==> config.mk <==
export PLATFORM = sky130hd
export DESIGN_NAME = multi_cycle_ctrl_flat
export DESIGN_NICKNAME = d
export VERILOG_FILES = /design/src/rtl/multi_cycle_ctrl_if.sv /design/src/rtl/multi_cycle_ctrl.sv /design/src/flat_wrapper.sv
export SDC_FILE = /design/constraint.sdc
export NUM_CORES = 1
export LEC_CHECK = 0
export BUFFER_PORTS_ARGS = -buffer_cell sky130_fd_sc_hd__buf_4
export CAP_MARGIN = 20
export CORE_MARGIN = 3
export CORE_UTILIZATION = 45
export DETAILED_ROUTE_END_ITERATION = 7
export HOLD_SLACK_MARGIN = 0.06
export PLACE_DENSITY = 0.7
export SKIP_CTS_REPAIR_TIMING = 1
export SYNTH_ARGS = -nofsm -noshare
export SYNTH_HDL_FRONTEND = slang
export SYNTH_SLANG_ARGS = --single-unit
==> constraint.sdc <==
create_clock -name CLK -period 2.5 [get_ports CLK]
set_clock_uncertainty 0.2 [all_clocks]
set_input_delay 0.375 -clock CLK [delete_from_list [all_inputs] [get_ports CLK]]
set_output_delay 0.375 -clock CLK [all_outputs]
set_load 0.01 [all_outputs]
==> src/rtl/multi_cycle_ctrl_if.sv <==
// Control bundle between multi_cycle_ctrl and the multi-cycle datapath/memory.
// The master side is the controller; the slave side is the datapath.
interface multi_cycle_ctrl_if;
  logic [6:0]  OPCODE;
  logic        BR_TAKEN;
  logic        MEM_READY;
  logic        PC_WRITE;
  logic        IR_WRITE;
  logic        REG_WRITE;
  logic        MEM_READ;
  logic        MEM_WRITE;
  logic        IORD;
  logic        PC_SRC;
  logic [1:0]  ALU_SRC_A;
  logic [2:0]  ALU_SRC_B;
  logic [1:0]  ALU_OP;
  logic [1:0]  WB_SEL;
  logic [2:0]  STATE;
  logic        HALTED;
  logic        INSTR_DONE;
  logic [31:0] RETIRED;

  modport master (
    input  OPCODE, BR_TAKEN, MEM_READY,
    output PC_WRITE, IR_WRITE, REG_WRITE, MEM_READ, MEM_WRITE, IORD, PC_SRC,
           ALU_SRC_A, ALU_SRC_B, ALU_OP, WB_SEL, STATE, HALTED, INSTR_DONE, RETIRED
  );

  modport slave (
    output OPCODE, BR_TAKEN, MEM_READY,
    input  PC_WRITE, IR_WRITE, REG_WRITE, MEM_READ, MEM_WRITE, IORD, PC_SRC,
           ALU_SRC_A, ALU_SRC_B, ALU_OP, WB_SEL, STATE, HALTED, INSTR_DONE, RETIRED
  );
endinterface

==> src/rtl/multi_cycle_ctrl.sv <==
// Main control FSM of the multi-cycle RV32I CPU: IF/ID/EX/MEM/WB sequencing,
// memory wait states, halt on SYSTEM/illegal opcodes, retired-instruction count.
module multi_cycle_ctrl (
  input logic                  CLK,
  input logic                  RESET,
  multi_cycle_ctrl_if.master   bus
);
  localparam logic [2:0] S_IF   = 3'd0;
  localparam logic [2:0] S_ID   = 3'd1;
  localparam logic [2:0] S_EX   = 3'd2;
  localparam logic [2:0] S_MEM  = 3'd3;
  localparam logic [2:0] S_WB   = 3'd4;
  localparam logic [2:0] S_HALT = 3'd5;

  localparam logic [6:0] OP_R      = 7'b0110011;
  localparam logic [6:0] OP_I      = 7'b0010011;
  localparam logic [6:0] OP_LOAD   = 7'b0000011;
  localparam logic [6:0] OP_STORE  = 7'b0100011;
  localparam logic [6:0] OP_BRANCH = 7'b1100011;
  localparam logic [6:0] OP_JAL    = 7'b1101111;
  localparam logic [6:0] OP_JALR   = 7'b1100111;
  localparam logic [6:0] OP_LUI    = 7'b0110111;
  localparam logic [6:0] OP_AUIPC  = 7'b0010111;

  localparam logic [1:0] ALU_ADD  = 2'b00;
  localparam logic [1:0] ALU_CMP  = 2'b01;
  localparam logic [1:0] ALU_FUNC = 2'b10;
  localparam logic [1:0] ALU_PASS = 2'b11;

  logic [2:0]  state;
  logic [2:0]  state_next;
  logic [6:0]  op_q;
  logic [31:0] retired;
  logic        retire;
  logic        known_op;

  // ID decides from the live OPCODE because op_q is only loaded on the ID edge.
  always_comb begin
    case (bus.OPCODE)
      OP_R, OP_I, OP_LOAD, OP_STORE, OP_BRANCH,
      OP_JAL, OP_JALR, OP_LUI, OP_AUIPC: known_op = 1'b1;
      default:                           known_op = 1'b0;
    endcase
  end

  always_comb begin
    state_next = state;
    retire     = 1'b0;
    case (state)
      S_IF:   if (bus.MEM_READY) state_next = S_ID;
      S_ID:   state_next = known_op ? S_EX : S_HALT;
      S_EX: begin
        case (op_q)
          OP_LOAD, OP_STORE: state_next = S_MEM;
          OP_BRANCH: begin
            state_next = S_IF;
            retire     = 1'b1;
          end
          default:           state_next = S_WB;
        endcase
      end
      S_MEM: begin
        if (bus.MEM_READY) begin
          if (op_q == OP_LOAD) begin
            state_next = S_WB;
          end else begin
            state_next = S_IF;
            retire     = 1'b1;
          end
        end
      end
      S_WB: begin
        state_next = S_IF;
        retire     = 1'b1;
      end
      S_HALT: state_next = S_HALT;
      default: state_next = S_IF;
    endcase
  end

  always_ff @(posedge CLK) begin
    if (RESET) begin
      state   <= S_IF;
      op_q    <= '0;
      retired <= '0;
    end else begin
      state <= state_next;
      if (state == S_ID) op_q <= bus.OPCODE;
      if (retire) retired <= retired + 32'd1;
    end
  end

  assign bus.STATE   = state;
  assign bus.RETIRED = retired;

  always_comb begin
    bus.PC_WRITE   = 1'b0;
    bus.IR_WRITE   = 1'b0;
    bus.REG_WRITE  = 1'b0;
    bus.MEM_READ   = 1'b0;
    bus.MEM_WRITE  = 1'b0;
    bus.IORD       = 1'b0;
    bus.PC_SRC     = 1'b0;
    bus.ALU_SRC_A  = 2'b00;
    bus.ALU_SRC_B  = 3'b000;
    bus.ALU_OP     = ALU_ADD;
    bus.WB_SEL     = 2'b00;
    bus.HALTED     = 1'b0;
    bus.INSTR_DONE = 1'b0;
    if (!RESET) begin
      bus.INSTR_DONE = retire;
      case (state)
        S_IF: begin
          bus.MEM_READ  = 1'b1;
          bus.ALU_SRC_B = 3'b001;
          bus.IR_WRITE  = bus.MEM_READY;
          bus.PC_WRITE  = bus.MEM_READY;
        end
        S_ID: begin
          bus.ALU_SRC_A = 2'b10;
          bus.ALU_SRC_B = 3'b010;
        end
        S_EX: begin
          case (op_q)
            OP_R: begin
              bus.ALU_SRC_A = 2'b01;
              bus.ALU_OP    = ALU_FUNC;
            end
            OP_I: begin
              bus.ALU_SRC_A = 2'b01;
              bus.ALU_SRC_B = 3'b010;
              bus.ALU_OP    = ALU_FUNC;
            end
            OP_LOAD, OP_STORE: begin
              bus.ALU_SRC_A = 2'b01;
              bus.ALU_SRC_B = 3'b010;
            end
            OP_BRANCH: begin
              bus.ALU_SRC_A = 2'b01;
              bus.ALU_OP    = ALU_CMP;
              bus.PC_SRC    = 1'b1;
              bus.PC_WRITE  = bus.BR_TAKEN;
            end
            OP_JAL: begin
              bus.PC_SRC   = 1'b1;
              bus.PC_WRITE = 1'b1;
            end
            OP_JALR: begin
              bus.ALU_SRC_A = 2'b01;
              bus.ALU_SRC_B = 3'b010;
              bus.PC_WRITE  = 1'b1;
            end
            OP_LUI: begin
              bus.ALU_SRC_B = 3'b010;
              bus.ALU_OP    = ALU_PASS;
            end
            OP_AUIPC: begin
              bus.ALU_SRC_A = 2'b10;
              bus.ALU_SRC_B = 3'b010;
            end
            default: ;
          endcase
        end
        S_MEM: begin
          bus.IORD      = 1'b1;
          bus.MEM_READ  = (op_q == OP_LOAD);
          bus.MEM_WRITE = (op_q == OP_STORE);
        end
        S_WB: begin
          bus.REG_WRITE = 1'b1;
          if (op_q == OP_LOAD)                         bus.WB_SEL = 2'b01;
          else if (op_q == OP_JAL || op_q == OP_JALR)  bus.WB_SEL = 2'b10;
        end
        S_HALT: bus.HALTED = 1'b1;
        default: ;
      endcase
    end
  end
endmodule

==> src/flat_wrapper.sv <==
// flat-port wrapper written by rule: the top's interface ports become plain ports
module multi_cycle_ctrl_flat 
  (CLK, RESET, bus_OPCODE, bus_BR_TAKEN, bus_MEM_READY, bus_PC_WRITE, bus_IR_WRITE, bus_REG_WRITE, bus_MEM_READ, bus_MEM_WRITE, bus_IORD, bus_PC_SRC, bus_ALU_SRC_A, bus_ALU_SRC_B, bus_ALU_OP, bus_WB_SEL, bus_STATE, bus_HALTED, bus_INSTR_DONE, bus_RETIRED);
  multi_cycle_ctrl_if bus_i ();
  input logic CLK;
  input logic RESET;
  input wire logic [$bits(bus_i.OPCODE)-1:0] bus_OPCODE;
  input wire logic [$bits(bus_i.BR_TAKEN)-1:0] bus_BR_TAKEN;
  input wire logic [$bits(bus_i.MEM_READY)-1:0] bus_MEM_READY;
  output wire logic [$bits(bus_i.PC_WRITE)-1:0] bus_PC_WRITE;
  output wire logic [$bits(bus_i.IR_WRITE)-1:0] bus_IR_WRITE;
  output wire logic [$bits(bus_i.REG_WRITE)-1:0] bus_REG_WRITE;
  output wire logic [$bits(bus_i.MEM_READ)-1:0] bus_MEM_READ;
  output wire logic [$bits(bus_i.MEM_WRITE)-1:0] bus_MEM_WRITE;
  output wire logic [$bits(bus_i.IORD)-1:0] bus_IORD;
  output wire logic [$bits(bus_i.PC_SRC)-1:0] bus_PC_SRC;
  output wire logic [$bits(bus_i.ALU_SRC_A)-1:0] bus_ALU_SRC_A;
  output wire logic [$bits(bus_i.ALU_SRC_B)-1:0] bus_ALU_SRC_B;
  output wire logic [$bits(bus_i.ALU_OP)-1:0] bus_ALU_OP;
  output wire logic [$bits(bus_i.WB_SEL)-1:0] bus_WB_SEL;
  output wire logic [$bits(bus_i.STATE)-1:0] bus_STATE;
  output wire logic [$bits(bus_i.HALTED)-1:0] bus_HALTED;
  output wire logic [$bits(bus_i.INSTR_DONE)-1:0] bus_INSTR_DONE;
  output wire logic [$bits(bus_i.RETIRED)-1:0] bus_RETIRED;
  assign bus_i.OPCODE = bus_OPCODE;
  assign bus_i.BR_TAKEN = bus_BR_TAKEN;
  assign bus_i.MEM_READY = bus_MEM_READY;
  assign bus_PC_WRITE = bus_i.PC_WRITE;
  assign bus_IR_WRITE = bus_i.IR_WRITE;
  assign bus_REG_WRITE = bus_i.REG_WRITE;
  assign bus_MEM_READ = bus_i.MEM_READ;
  assign bus_MEM_WRITE = bus_i.MEM_WRITE;
  assign bus_IORD = bus_i.IORD;
  assign bus_PC_SRC = bus_i.PC_SRC;
  assign bus_ALU_SRC_A = bus_i.ALU_SRC_A;
  assign bus_ALU_SRC_B = bus_i.ALU_SRC_B;
  assign bus_ALU_OP = bus_i.ALU_OP;
  assign bus_WB_SEL = bus_i.WB_SEL;
  assign bus_STATE = bus_i.STATE;
  assign bus_HALTED = bus_i.HALTED;
  assign bus_INSTR_DONE = bus_i.INSTR_DONE;
  assign bus_RETIRED = bus_i.RETIRED;
  multi_cycle_ctrl u_core (.CLK(CLK), .RESET(RESET), .bus(bus_i));
endmodule
==> results.cfg, run 1 <==
[run_status]
status = complete, no violations

[global_routing]
grt_pass1_wl_mm = 10.4
grt_max_degree = 47
overflow = 0
grt.total_usage = 0.208
first_global_vias = 2188
antenna_found_initial = 0

[synth]
syn_area_um2 = 2370
yosys.cell_types.count = 52
synth_fp_nets = 312
seq_area_frac_synth = 0.355
yosys-top-cells-area = dfxtp_1 (36%), a21oi_1 (7.0%), o21ai_0 (4.2%)
synth-edff-count = 0
synth-main-ff-cell = dfxtp_1
syn_inst = 300
synth.yosys.warnings = 0
yosys_register_bits = 42
synth_area_per_cell_um2 = 7.89
synth_top_area_cell = dfxtp_1
yosysTopAreaCellShare = 0.355
async_flop_share = 0

[worst_setup_path]
endpoint_kind = output port
crit_top_cell = nor2_1
worstSetupPathType = reg -> out
arrival_ns = 1.83
crit_family = simple AND/OR/NAND/NOR gates
crit_chain = or2_2 > o31a_1 > nor2_1 > buf_6 > nor2_1 > buf_4
cpMaxStageDelayCell = dfxtp_1
cp_num_buf_inv = 2
cp_num_cells = 6
setup.worst_path.start_class = flop
cpPeakStageDelay_ns = 0.37
reg2reg_depth = 7
required_ns = 1.92
cp_max_fo = 10

[final_layout]
layout_commonest_cell = buf_4
nNetsFinal = 390
num_antenna_cells = 0
post_route_cells_drive_above_1_share = 0.272
syn2layout_area_growth_pct = 32.5
regArea_um2 = 843
multiInputGateArea_um2 = 1450
fill_cells = 461
utilization = 0.638
final_cell_mix = buf_4 (87), dfxtp_1 (40), a21oi_1 (33), nor2_1 (26), nand2_1 (22)

[detailed_routing]
ant_nets = 0
wl_mm = 6.25
num_vias = 2493
drc = 0
wl_per_cell_um = 14.0
dr.pass1.iters = 4
avgViaCountPerCell = 5.60
drt-initial-drc-count = 132

[cts]
clk_root_buffer_cell = clkbuf_8
cts_sinks = 42
insertion_delay_ns = 0.28
htreeDepth = 2
clk_path_buf_depth = 2
path_clk_slew_ns = 0.07
cts_inserted_buffers = 5
cts_tree = done

[power_and_ir_drop]
total_power_w = 0.00125
p_per_area_nw_per_um2 = 400
leakagePower_nw = 1.27
ir_worst_vdd_uv = 360

[min_path]
worstHoldPathType = in -> reg
hold_depth = 2

[timing]
tightestPinTransition_ns = 0.615
fmax_ghz = 0.415
finalSetupViolations = 0
post-route-period-util = 0.964
slew_viol_final = 0
relSlewSlack = 0.587
finalCriticalPeriod_ns = 2.41
final_hold_viol_count = 0

[die]
pin_count = 64
die_x_um = 78.5
rows = 25
core_um2 = 4910
dieArea_um2 = 6160
die_h_um = 78.5
start_util = 0.482

[run]
drv_cap = 0

[placed_design]
gp_congestion = 0.927
portBuffers = 62
hpwl_mm = 4.64
-- kinds of logic after synthesis --
family,share of synthesized area
xor gates and xnor gates,0.0259
and+or+nand+nor,0.322
DFF,0.355
buffers and inverters,0.0375
adders and majority gates,0.00529
muxes,0.0280
AOI/OAI and AO/OA,0.224
other,0.00158
-- final timing paths --
kind                                              from                     end  slack, ns
worst max-delay path                    u_core.op_q[6]          bus_INSTR_DONE       0.09
worst min-delay path                     bus_MEM_READY     u_core.bus.STATE[1]       0.13
worst max register to register          u_core.op_q[3]  u_core.bus.RETIRED[21]       0.15
worst min register to register  u_core.bus.RETIRED[27]  u_core.bus.RETIRED[27]       0.31
-- cell type report --
class                      instances  share of cell area
multi-input combinational        236               0.462
sequential                        42               0.269
timing repair buffer              88               0.212
tap                               67              0.0267
clock buffer                       7              0.0244
inverter                           5             0.00599
-- synthesized netlist by cell type (4+ instances only) --
library cell / count
dfxtp_1: 42
a21oi_1: 33
nor2_1: 26
nand2_1: 22
o21ai_0: 20
clkbuf_1: 14
nand4_1: 12
nor2b_1: 12
nand3_1: 10
or3_1: 10
or4_1: 10
o31ai_1: 9
nand2b_1: 7
nor3_1: 7
inv_1: 5
xor2_1: 5
and4_1: 4
mux2_1: 4
-- per-stage QoR --
step	setup WS [ns]	TNS, ns	instance area, um2	hold slack [ns]	instances
after global routing	-0.000422	-0.000422	3130	0.138	445
after detailed placement	0.0846	0	3000	0.303	432
after CTS	0.0192	0	3070	0.126	439
after global placement	0.135	0	3000	0.284	432
after floorplan	0.290	0	2370	0.280	300
final	0.0910	0	3130	0.131	445
-- sequential cells by signal (all words and copies together) (netlist names) --
register            flops
u_core.bus.RETIRED     32
u_core.op_q             7
u_core.bus.STATE        3
-- worst register-to-register path: cells and delay by family (launching register included) --
family                 cells  cell delay (ns)
AOI/OAI and AO/OA          2             0.61
buffers and inverters      2             0.31
DFF                        1             0.35
and+or+nand+nor            3             0.82
-- power by group --
part / leakage (nW) / internal (W) / switching [W]
clock network: 0.0383 / 0.000192 / 0.000210
logic: 0.889 / 0.0000728 / 0.0000833
registers: 0.340 / 0.000680 / 0.0000148
-- metal layers --
layer,vias to the layer above,GRT usage,share of wire
met5,-,0,0
met4,0,0.0629,0.0070
met3,5,0.0356,0.057
met2,66,0.317,0.45
met1,1163,0.297,0.49
li1,1259,-,-
No activity file was read; power rests on OpenSTA's default activity.
==> inputs of run 2 (changes only) <==
--- a/config.mk
+++ b/config.mk
@@ -5,13 +5,14 @@
 export SDC_FILE = /design/constraint.sdc
 export NUM_CORES = 1
 export LEC_CHECK = 0
+export ABC_AREA = 1
 export BUFFER_PORTS_ARGS = -buffer_cell sky130_fd_sc_hd__buf_4
 export CAP_MARGIN = 20
 export CORE_MARGIN = 3
 export CORE_UTILIZATION = 45
 export DETAILED_ROUTE_END_ITERATION = 7
 export HOLD_SLACK_MARGIN = 0.06
-export PLACE_DENSITY = 0.7
+export PLACE_DENSITY = 0.69
 export SKIP_CTS_REPAIR_TIMING = 1
 export SYNTH_ARGS = -nofsm -noshare
 export SYNTH_HDL_FRONTEND = slang
==> run 2 against run 1 <==
Compared with the run above: synthesized cell count is 59% higher; critical path depth is the same; first-iteration DRC count grew 55%; via count up 25%; utilization decreased by 3.9 points; hold slack worse by 0.0067 ns; sequential share of layout area down 2.3 points; power rose by 20%; highest routed layer unchanged; register-to-register slack improved by 0.38 ns; worst setup slack worse by 0.0066 ns; non-clock buffer count shrank 18; critical endpoint is now bus_ALU_SRC_B[1]; combinational power grew 40%.
==> results.cfg, run 2 <==
[run_status]
status = complete, no violations

[synth]
synth.yosys.warnings = 0
synth_top_area_cell = dfxtp_1
synth-edff-count = 0
yosys_register_bits = 42
synth-main-ff-cell = dfxtp_1
yosys-top-cells-area = dfxtp_1 (31%), nand2_1 (23%), nor2_1 (11%)
yosys-top-cells-count = nand2_1 (172), nor2_1 (84), dfxtp_1 (42), inv_1 (41), a21oi_1 (36)
synthMuxAreaShare = 0
async_flop_share = 0
yosys.area_share.simple = 0.466
synthXorXnorAreaFrac = 0.0318
synth.most_common_cell = nand2_1
syn_inst = 476
yosysTopAreaCellShare = 0.306
synth_area_per_cell_um2 = 5.78
synth_fp_nets = 488
syn_area_um2 = 2750
synth-compound-area-share = 0.0996
synth_top_family_by_area = simple AND/OR/NAND/NOR gates
seq_area_frac_synth = 0.306
post_synth_fa_ha_maj_area_fraction = 0.00455
yosys.cell_types.count = 29

[detailed_routing]
drt-initial-drc-count = 205
met2WireLength_mm = 3.64
dr.pass1.iters = 4
num_vias = 3125
wl_met1_mm = 3.73
ant_nets = 0
drc = 0
avgViaCountPerCell = 5.11
wl_met3_um = 594
wl_per_cell_um = 13.3
routed.top_layer = met4
wl_mm = 8.10

[timing]
finalSetupViolations = 0
setup_tns_ns = 0
slew_viol_final = 0
finalCriticalPeriod_ns = 2.42
hold_slack_ns = 0.125
final_hold_viol_count = 0
post-route-period-util = 0.966
fmax_ghz = 0.414
fin_ws_ns = 0.0844
relSlewSlack = 0.627
tightestPinTransition_ns = 0.558

[die]
start_util = 0.482
pin_count = 64
die_h_um = 84.2
die_x_um = 84.2
core_um2 = 5710
dieArea_um2 = 7090
rows = 27

[worst_setup_path]
arrival_ns = 1.84
endpoint_kind = output port
required_ns = 1.92
worstSetupPathType = reg -> out
cp_max_fo = 8
setup.worst_path.start_class = flop

[power_and_ir_drop]
p_per_area_nw_per_um2 = 438
p_seq_frac = 0.474
leakagePower_nw = 1.43
swShare = 0.271
clkPwrFrac = 0.381
p_sw_w = 0.000406
power.internal_w = 0.00109
p_comb_frac = 0.145
ir_worst_vdd_uv = 258

[final_layout]
multiInputGateArea_um2 = 1670
num_antenna_cells = 0
post_route_cells_drive_above_1_share = 0.173
largest_register_ffs = 32
fill_cells = 600
regArea_um2 = 841
layout.cells.non_filler = 611
layout_commonest_cell = nand2_1
nNetsFinal = 551
syn2layout_area_growth_pct = 24.4
final_cell_mix = nand2_1 (172), nor2_1 (84), buf_4 (69), dfxtp_1 (42), inv_1 (40)

[cts]
insertion_delay_ns = 0.30
htreeDepth = 2
clk_root_buffer_cell = clkbuf_8
cts_tree = done
path_clk_slew_ns = 0.08
cts_sinks = 42
clk_path_buf_depth = 2
cts_inserted_buffers = 5

[min_path]
worstHoldPathType = in -> reg

[global_routing]
first_global_vias = 2883
grt.total_usage = 0.232
overflow = 0
grt_pass1_wl_mm = 13.5
grt_max_degree = 36
antenna_found_initial = 0

[placed_design]
hpwl_mm = 6.08
dp.cells = 598
portBuffers = 62
post-place-ws_ns = 0.471
gp_congestion = 0.937

[run]
drv_cap = 0
## run 2: changes by cell type after synthesis, moves of 7 or more
cell	before	now
o31ai_1	9	0
or3_1	10	0
nor2b_1	12	0
inv_1	5	41
clkbuf_1	14	7
nand2b_1	7	0
or4_1	10	0
nor2_1	26	84
nand3_1	10	30
o21ai_0	20	12
nand2_1	22	172
## run 2: worst max-delay path, cell delays in order (launching register included)
cell and delay (ns):
dfxtp_1 0.41, inv_1 0.09, or2_1 0.26, nor2_4 0.22
clkinvlp_4 0.20, a31oi_1 0.22, buf_4 0.15
## run 2: per-layer routing
layer  vias up  GRT usage
met2       111      0.378
met5         -          0
met1      1378      0.307
met4         0     0.0760
li1       1620          -
met3        16     0.0471
## run 2: cells by family after synthesis
family | count (synthesis)
compound gates | 53
fa+ha+maj | 1
buf+inv | 59
flops | 42
xor+xnor | 10
other cells | 1
simple gates | 310
## run 2: final timing paths
check	start	to	slack, ns	depth (start not counted)
setup / recovery	u_core.bus.STATE[0]	bus_ALU_SRC_B[1]	0.08	6
hold / removal	bus_OPCODE[0]	u_core.op_q[0]	0.12	3
setup reg to reg	u_core.bus.RETIRED[0]	u_core.bus.RETIRED[22]	0.53	8
hold reg to reg	u_core.bus.RETIRED[31]	u_core.bus.RETIRED[31]	0.30	2
## run 2: per-stage QoR
| stage | area (um2) | utilization | total power (W) |
|---|---|---|---|
| 2_1_floorplan | 2750 | - | 0.000848 |
| 3_3_place_gp | 3250 | 0.570 | 0.000914 |
| 3_5_place_dp | 3250 | 0.570 | 0.000916 |
| 4_1_cts | 3370 | 0.590 | 0.00148 |
| 5_1_grt | 3420 | 0.599 | 0.00156 |
| 6_report | 3420 | 0.599 | 0.00150 |
## run 2: power groups by stage
stage	Combinational, W	Clock [W]	Sequential, W
after floorplan	0.000126	0	0.000722
after global placement	0.000191	0	0.000723
after detailed placement	0.000192	0	0.000724
after CTS	0.000192	0.000579	0.000709
after global routing	0.000240	0.000607	0.000713
final	0.000218	0.000571	0.000710
## run 2: final cells by class
type | instances | share of cell area
Tap cell | 72 | 0.0263
Inverter | 45 | 0.0505
Sequential cell | 42 | 0.246
Multi-Input combinational cell | 375 | 0.487
Clock inverter | 1 | 0.00878
Timing Repair Buffer | 70 | 0.157
Clock buffer | 6 | 0.0241
